**src/rtl/seven_seg_scan_driver.sv**
```systemverilog
// Multiplexed seven-segment scan driver: prescaled digit scan, hex decode,
// leading-zero blanking and per-digit blink, frame-synchronous value update.
// Outputs are registered one clock after the index/display state they show.
module seven_seg_scan_driver #(
  parameter int DIGITS       = 4,
  parameter int SCAN_DIV     = 50000,
  parameter int BLINK_FRAMES = 64
) (
  input  logic                  clk,
  input  logic                  rst,
  input  logic [4*DIGITS-1:0]   value,
  input  logic [DIGITS-1:0]     dp,
  input  logic                  load,
  input  logic                  blank_lz,
  input  logic [DIGITS-1:0]     blink_en,
  output logic [6:0]            seg,
  output logic                  dp_out,
  output logic [DIGITS-1:0]     an,
  output logic                  frame_done
);

  localparam int PW = (SCAN_DIV > 1) ? $clog2(SCAN_DIV) : 1;
  localparam int IW = (DIGITS > 1) ? $clog2(DIGITS) : 1;
  localparam int BW = (BLINK_FRAMES > 1) ? $clog2(BLINK_FRAMES) : 1;

  localparam logic [PW-1:0] PRESC_LAST = PW'(SCAN_DIV - 1);
  localparam logic [IW-1:0] IDX_LAST   = IW'(DIGITS - 1);
  localparam logic [BW-1:0] BLINK_LAST = BW'(BLINK_FRAMES - 1);

  // Scan state
  logic [PW-1:0]         presc_q, presc_d;
  logic [IW-1:0]         idx_q, idx_d;
  logic [BW-1:0]         blink_cnt_q, blink_cnt_d;
  logic                  phase_q, phase_d;

  // Pending (written by load) and display (shown this frame) registers
  logic [4*DIGITS-1:0]   pend_val_q, pend_val_d;
  logic [DIGITS-1:0]     pend_dp_q, pend_dp_d;
  logic [4*DIGITS-1:0]   disp_val_q, disp_val_d;
  logic [DIGITS-1:0]     disp_dp_q, disp_dp_d;

  // Registered outputs
  logic [6:0]            seg_q, seg_d;
  logic                  dp_out_q, dp_out_d;
  logic [DIGITS-1:0]     an_q, an_d;
  logic                  frame_done_q, frame_done_d;

  logic                  tc;
  logic                  frame_end;
  logic [DIGITS-1:0]     lz_mask;
  logic                  all_zero;
  logic [3:0]            cur_nib;
  logic                  cur_dp;
  logic                  cur_blank;

  // Active-low g..a hex decode
  function automatic logic [6:0] hex7(input logic [3:0] n);
    logic [6:0] s;
    case (n)
      4'h0: s = 7'b1000000;
      4'h1: s = 7'b1111001;
      4'h2: s = 7'b0100100;
      4'h3: s = 7'b0110000;
      4'h4: s = 7'b0011001;
      4'h5: s = 7'b0010010;
      4'h6: s = 7'b0000010;
      4'h7: s = 7'b1111000;
      4'h8: s = 7'b0000000;
      4'h9: s = 7'b0010000;
      4'hA: s = 7'b0001000;
      4'hB: s = 7'b0000011;
      4'hC: s = 7'b1000110;
      4'hD: s = 7'b0100001;
      4'hE: s = 7'b0000110;
      default: s = 7'b0001110;
    endcase
    return s;
  endfunction

  // Prescaler, digit index, blink phase and pending/display register updates
  always_comb begin
    tc        = (presc_q == PRESC_LAST);
    frame_end = tc && (idx_q == IDX_LAST);

    presc_d = tc ? '0 : presc_q + PW'(1);

    idx_d = idx_q;
    if (tc) begin
      idx_d = (idx_q == IDX_LAST) ? '0 : idx_q + IW'(1);
    end

    frame_done_d = frame_end;

    // Last load in the frame wins
    pend_val_d = load ? value : pend_val_q;
    pend_dp_d  = load ? dp    : pend_dp_q;

    // Display only changes at the frame boundary so a frame never mixes loads;
    // a load landing exactly on the boundary bypasses pending.
    disp_val_d = disp_val_q;
    disp_dp_d  = disp_dp_q;
    if (frame_end) begin
      disp_val_d = load ? value : pend_val_q;
      disp_dp_d  = load ? dp    : pend_dp_q;
    end

    // Phase flips together with every BLINK_FRAMES-th frame_done pulse
    blink_cnt_d = blink_cnt_q;
    phase_d     = phase_q;
    if (frame_end) begin
      if (blink_cnt_q == BLINK_LAST) begin
        blink_cnt_d = '0;
        phase_d     = ~phase_q;
      end else begin
        blink_cnt_d = blink_cnt_q + BW'(1);
      end
    end
  end

  // Leading-zero mask: bit i set when nibbles DIGITS-1 down to i are all zero
  always_comb begin
    lz_mask  = '0;
    all_zero = 1'b1;
    for (int i = DIGITS - 1; i >= 1; i--) begin
      all_zero   = all_zero & (disp_val_q[4*i +: 4] == 4'h0);
      lz_mask[i] = all_zero;
    end
  end

  // Select current digit and form the next registered output pattern
  always_comb begin
    cur_nib   = 4'h0;
    cur_dp    = 1'b0;
    cur_blank = 1'b0;
    an_d      = '1;
    for (int i = 0; i < DIGITS; i++) begin
      if (idx_q == IW'(i)) begin
        cur_nib   = disp_val_q[4*i +: 4];
        cur_dp    = disp_dp_q[i];
        cur_blank = (blank_lz & lz_mask[i]) | (phase_q & blink_en[i]);
        an_d[i]   = 1'b0;
      end
    end

    if (cur_blank) begin
      seg_d    = 7'b1111111;
      dp_out_d = 1'b1;
      an_d     = '1;
    end else begin
      seg_d    = hex7(cur_nib);
      dp_out_d = ~cur_dp;
    end
  end

  // State and output registers with synchronous reset
  always_ff @(posedge clk) begin
    if (rst) begin
      presc_q      <= '0;
      idx_q        <= '0;
      blink_cnt_q  <= '0;
      phase_q      <= 1'b0;
      pend_val_q   <= '0;
      pend_dp_q    <= '0;
      disp_val_q   <= '0;
      disp_dp_q    <= '0;
      seg_q        <= 7'b1111111;
      dp_out_q     <= 1'b1;
      an_q         <= '1;
      frame_done_q <= 1'b0;
    end else begin
      presc_q      <= presc_d;
      idx_q        <= idx_d;
      blink_cnt_q  <= blink_cnt_d;
      phase_q      <= phase_d;
      pend_val_q   <= pend_val_d;
      pend_dp_q    <= pend_dp_d;
      disp_val_q   <= disp_val_d;
      disp_dp_q    <= disp_dp_d;
      seg_q        <= seg_d;
      dp_out_q     <= dp_out_d;
      an_q         <= an_d;
      frame_done_q <= frame_done_d;
    end
  end

  assign seg        = seg_q;
  assign dp_out     = dp_out_q;
  assign an         = an_q;
  assign frame_done = frame_done_q;

endmodule

```
**config.mk**
```make
export PLATFORM = sky130hd
export DESIGN_NAME = seven_seg_scan_driver
export DESIGN_NICKNAME = d
export VERILOG_FILES = /design/src/rtl/seven_seg_scan_driver.sv
export SDC_FILE = /design/constraint.sdc
export NUM_CORES = 1
export LEC_CHECK = 0
export ABC_AREA = 1
export CORE_UTILIZATION = 40
export CTS_CLUSTER_DIAMETER = 60
export DETAILED_ROUTE_END_ITERATION = 7
export PLACE_DENSITY = 0.67
export SLEW_MARGIN = 20
export SYNTH_ARGS = -nofsm -noshare
export SYNTH_HDL_FRONTEND = slang
export SYNTH_SLANG_ARGS = --single-unit
```
**constraint.sdc**
```tcl
create_clock -name clk -period 2.3 [get_ports clk]
set_input_delay 0.46 -clock clk [delete_from_list [all_inputs] [get_ports clk]]
set_output_delay 0.46 -clock clk [all_outputs]
set_load 0.02 [all_outputs]
```
==> metrics.md <==
| Metric | Value |
|---|---|
| Status | finished clean |
| RSZ-0062 raised after global routing | no |
| Core Region | 8890 um^2 |
| Min Clock Period, post-route | roughly 2.0 ns |
| Crit path launch type | flop |
| Iter 0 DRT Violations | 108 |
| Cell count after synthesis | 523 |
| Async SR Flop Fraction | 0% |
| CP endpoint kind | flop |
| Yosys reg bits | 78 |
| GPL Wtd Cong | 0.926 |
| Post-synth net total | 563 |
| Post-CTS Setup Repair Bufs | 0 |
| Critical Path Start | idx_q[1]$_SDFFE_PP0N_ |
| Setup TNS | 0 ns |
| Number of diodes | 0 |
| Synth Cell Area | 3740 um^2 |
| Die Height | between 90 and 100 um |
| Vias | 3189 |
| R2R setup slack | 0.25 ns |
| Pre-CTS WS | approximately 0.24 ns |
| Clock Tree Buf Depth | 2 |
| First-pass GRT wire length | between 10000 and 15000 um |
| Antenna-violating nets left | 0 |
| Yosys cell types | 33 |
| Worst slew pin tran | approximately 0.53 ns |
| Slew Limit Headroom | 64.7% |
| Clk root buf | clkbuf_8 |
| I/O Buffers | 40 |
| Largest net degree at the start of global routing | 41 |
| End point of the critical path | seg[3]$_SDFF_PP1_ |
| Required @ worst endpoint | 2.55 ns |
| Share of post-route cells with drive strength above 1 | 10.4% |
| Yosys top cell by area | dfxtp_1 |
| Dpl hpwl | 5300 um |
| Most frequent cells in the layout | nand2_1 (130), inv_1 (81), dfxtp_1 (78) |
| Initial core utilization | between 40% and 50% |
| Clock transition at path regs | 0.08 ns |
| Final Setup Violations | 0 |
| Grt total ovfl | 0 |
| Synth Warn # | 0 |
| Layout Nets | 603 |
| Worst vdd ir | roughly 0.28 mV |
| R2R depth | 13 |
| Type of the worst min-delay path | flop to flop |
| Post-synthesis sequential area ratio | between 40% and 50% |
| Die footprint | 9740 um^2 |
| Via density | 4.72 |
| Synth Area per Inst | between 7 and 8 um^2 |
| Die W | 98.7 um |
| Worst R2R End | seg[3]$_SDFF_PP1_ |
| Hold path depth | 1 |
| Pre-Repair DR Iteration Count | 4 |
| Pwr/cell area | 633 nW/um^2 |
| Static Leak | between 1.5 and 2 nW |
| Fin. Hold Viols | 0 |
| Fmax achieved | between 0.4 and 0.5 GHz |
| Total wire length | 7320 um |
| Commonest non-fill, non-tap cell in the layout | nand2_1 |
| Worst setup margin | 0.255 ns |
| Synth-to-layout area growth | 19.2% |
| H-Tree Level Count | 3 |
| CTS tree | built |
| Clock skew | 0.00692 ns |
| Synth top area share | between 40% and 50% |
| Top cells by area in the synthesized netlist | dfxtp_1 (42%), nand2_1 (13%), inv_1 (8.1%), nor2_1 (4.9%), a21oi_1 (4.7%) |
| Worst skew pair latency | 0.35 ns |
| Max Slew Vio Count | 0 |
| Ports | 41 |
| WP data arrival | between 2 and 2.5 ns |
| DR WL/cell | 10.8 um |
| CP max FO | 8 |
| Max cap viols | 0 |
| Fin crit share | approximately nine tenths |
| Antenna violations before repair | 0 |
| Drc violations | 0 |
| # clock sinks | 78 |
| R2R Path Start | idx_q[1]$_SDFFE_PP0N_ |
| GRT Total Usage | 16.7% |
| Ys flop type | dfxtp_1 |
| Row count | 34 |
| WS Path Type | flop to flop |
| Vias in the first global route | just over 3000 |
| EDFF count, synth | 0 |
| TritonCTS buffer count | 9 |
[cell type report]
type,count,area [um^2]
multi-input combinational,344,1760
inverter,85,320
clock inverter,6,109
clock buffer,10,138
timing repair buffer,45,438
sequential,78,1560
fill,877,4430
tap,108,135
[report_power, final]
group          internal, W  total [W]  switching [W]
clock             0.000749    0.00125       0.000502
sequential         0.00138    0.00139     0.00000961
combinational    0.0000835   0.000178      0.0000946
[logic make-up (layout without fill, tap and decap cells)]
logic type	after synthesis	in the layout	synth area share [%]
AOI/OAI and AO/OA	84	84	12.3
xor gates and xnor gates	8	8	1.87
adders and majority gates	12	12	4.01
buffers and inverters	101	146	11.3
DFF	78	78	41.8
and+or+nand+nor	240	240	28.7
[sequential cells by signal (all words and copies together), names as in the netlist, 2 cells and up]
register	flops
disp_val_q	16
seg	7
an	4
blink_cnt_q	6
pend_val_q	16
pend_dp_q	4
disp_dp_q	4
presc_q	16
idx_q	2
[worst min path at each step]
| stage | start | to | slack [ns] |
|---|---|---|---|
| 4_1_cts | presc_q[0]$_SDFF_PP0_ | presc_q[0]$_SDFF_PP0_ | 0.45 |
| 5_1_grt | blink_cnt_q[5]$_SDFFE_PP0N_ | blink_cnt_q[5]$_SDFFE_PP0N_ | 0.49 |
| 2_1_floorplan | presc_q[0]$_SDFF_PP0_ | presc_q[0]$_SDFF_PP0_ | 0.42 |
| 3_3_place_gp | presc_q[0]$_SDFF_PP0_ | presc_q[0]$_SDFF_PP0_ | 0.43 |
| 3_5_place_dp | presc_q[0]$_SDFF_PP0_ | presc_q[0]$_SDFF_PP0_ | 0.44 |
| 6_report | presc_q[0]$_SDFF_PP0_ | presc_q[0]$_SDFF_PP0_ | 0.45 |
[Yosys cell counts, drive strengths merged, types with 3 or more instances]
master  number
o21ai       48
inv         84
nor2        52
nor3         8
dfxtp       78
a21oi       35
nand4        3
xor2         6
ha          12
nand3       31
clkbuf       6
nand2      142
buf         10
[per-stage QoR]
| step | util [%] | instances | hold WS, ns | area [um^2] | power [W] |
|---|---|---|---|---|---|
| finish | 50.1 | 676 | 0.450 | 4460 | 0.00282 |
| global route | 50.1 | 676 | 0.490 | 4460 | 0.00295 |
| CTS | 50.1 | 676 | 0.453 | 4460 | 0.00285 |
| detailed placement | 47.3 | 660 | 0.435 | 4210 | 0.00161 |
| global placement | 47.3 | 660 | 0.432 | 4210 | 0.00160 |
| floorplan | - | 523 | 0.418 | 3740 | 0.00153 |
[metal layers]
| layer | wire [um] | up-vias | global-route usage [%] |
|---|---|---|---|
| li1 | - | 1703 | - |
| met1 | 3590 | 1401 | 20.7 |
| met2 | 3260 | 72 | 27.4 |
| met3 | 339 | 13 | 3.76 |
| met4 | 134 | 0 | 8.27 |
| met5 | 0 | - | 0 |
[repair_timing]
item,in CTS,in global routing
gates resized for setup,0,1
endpoints found under the setup margin,0,3
hold buffers,0,0
[critical path: stages, from the launching register on]
cell,delay [ns]
dfxtp_1,0.36
inv_1,0.09
ha_1,0.27
inv_2,0.15
nand2_1,0.07
nand3_1,0.06
nand2_1,0.05
nand2_1,0.18
inv_1,0.09
ha_1,0.21
nand3_1,0.13
nand3_1,0.09
o21ai_1,0.12
nand2_1,0.07
(Power assumes the default switching activity.)
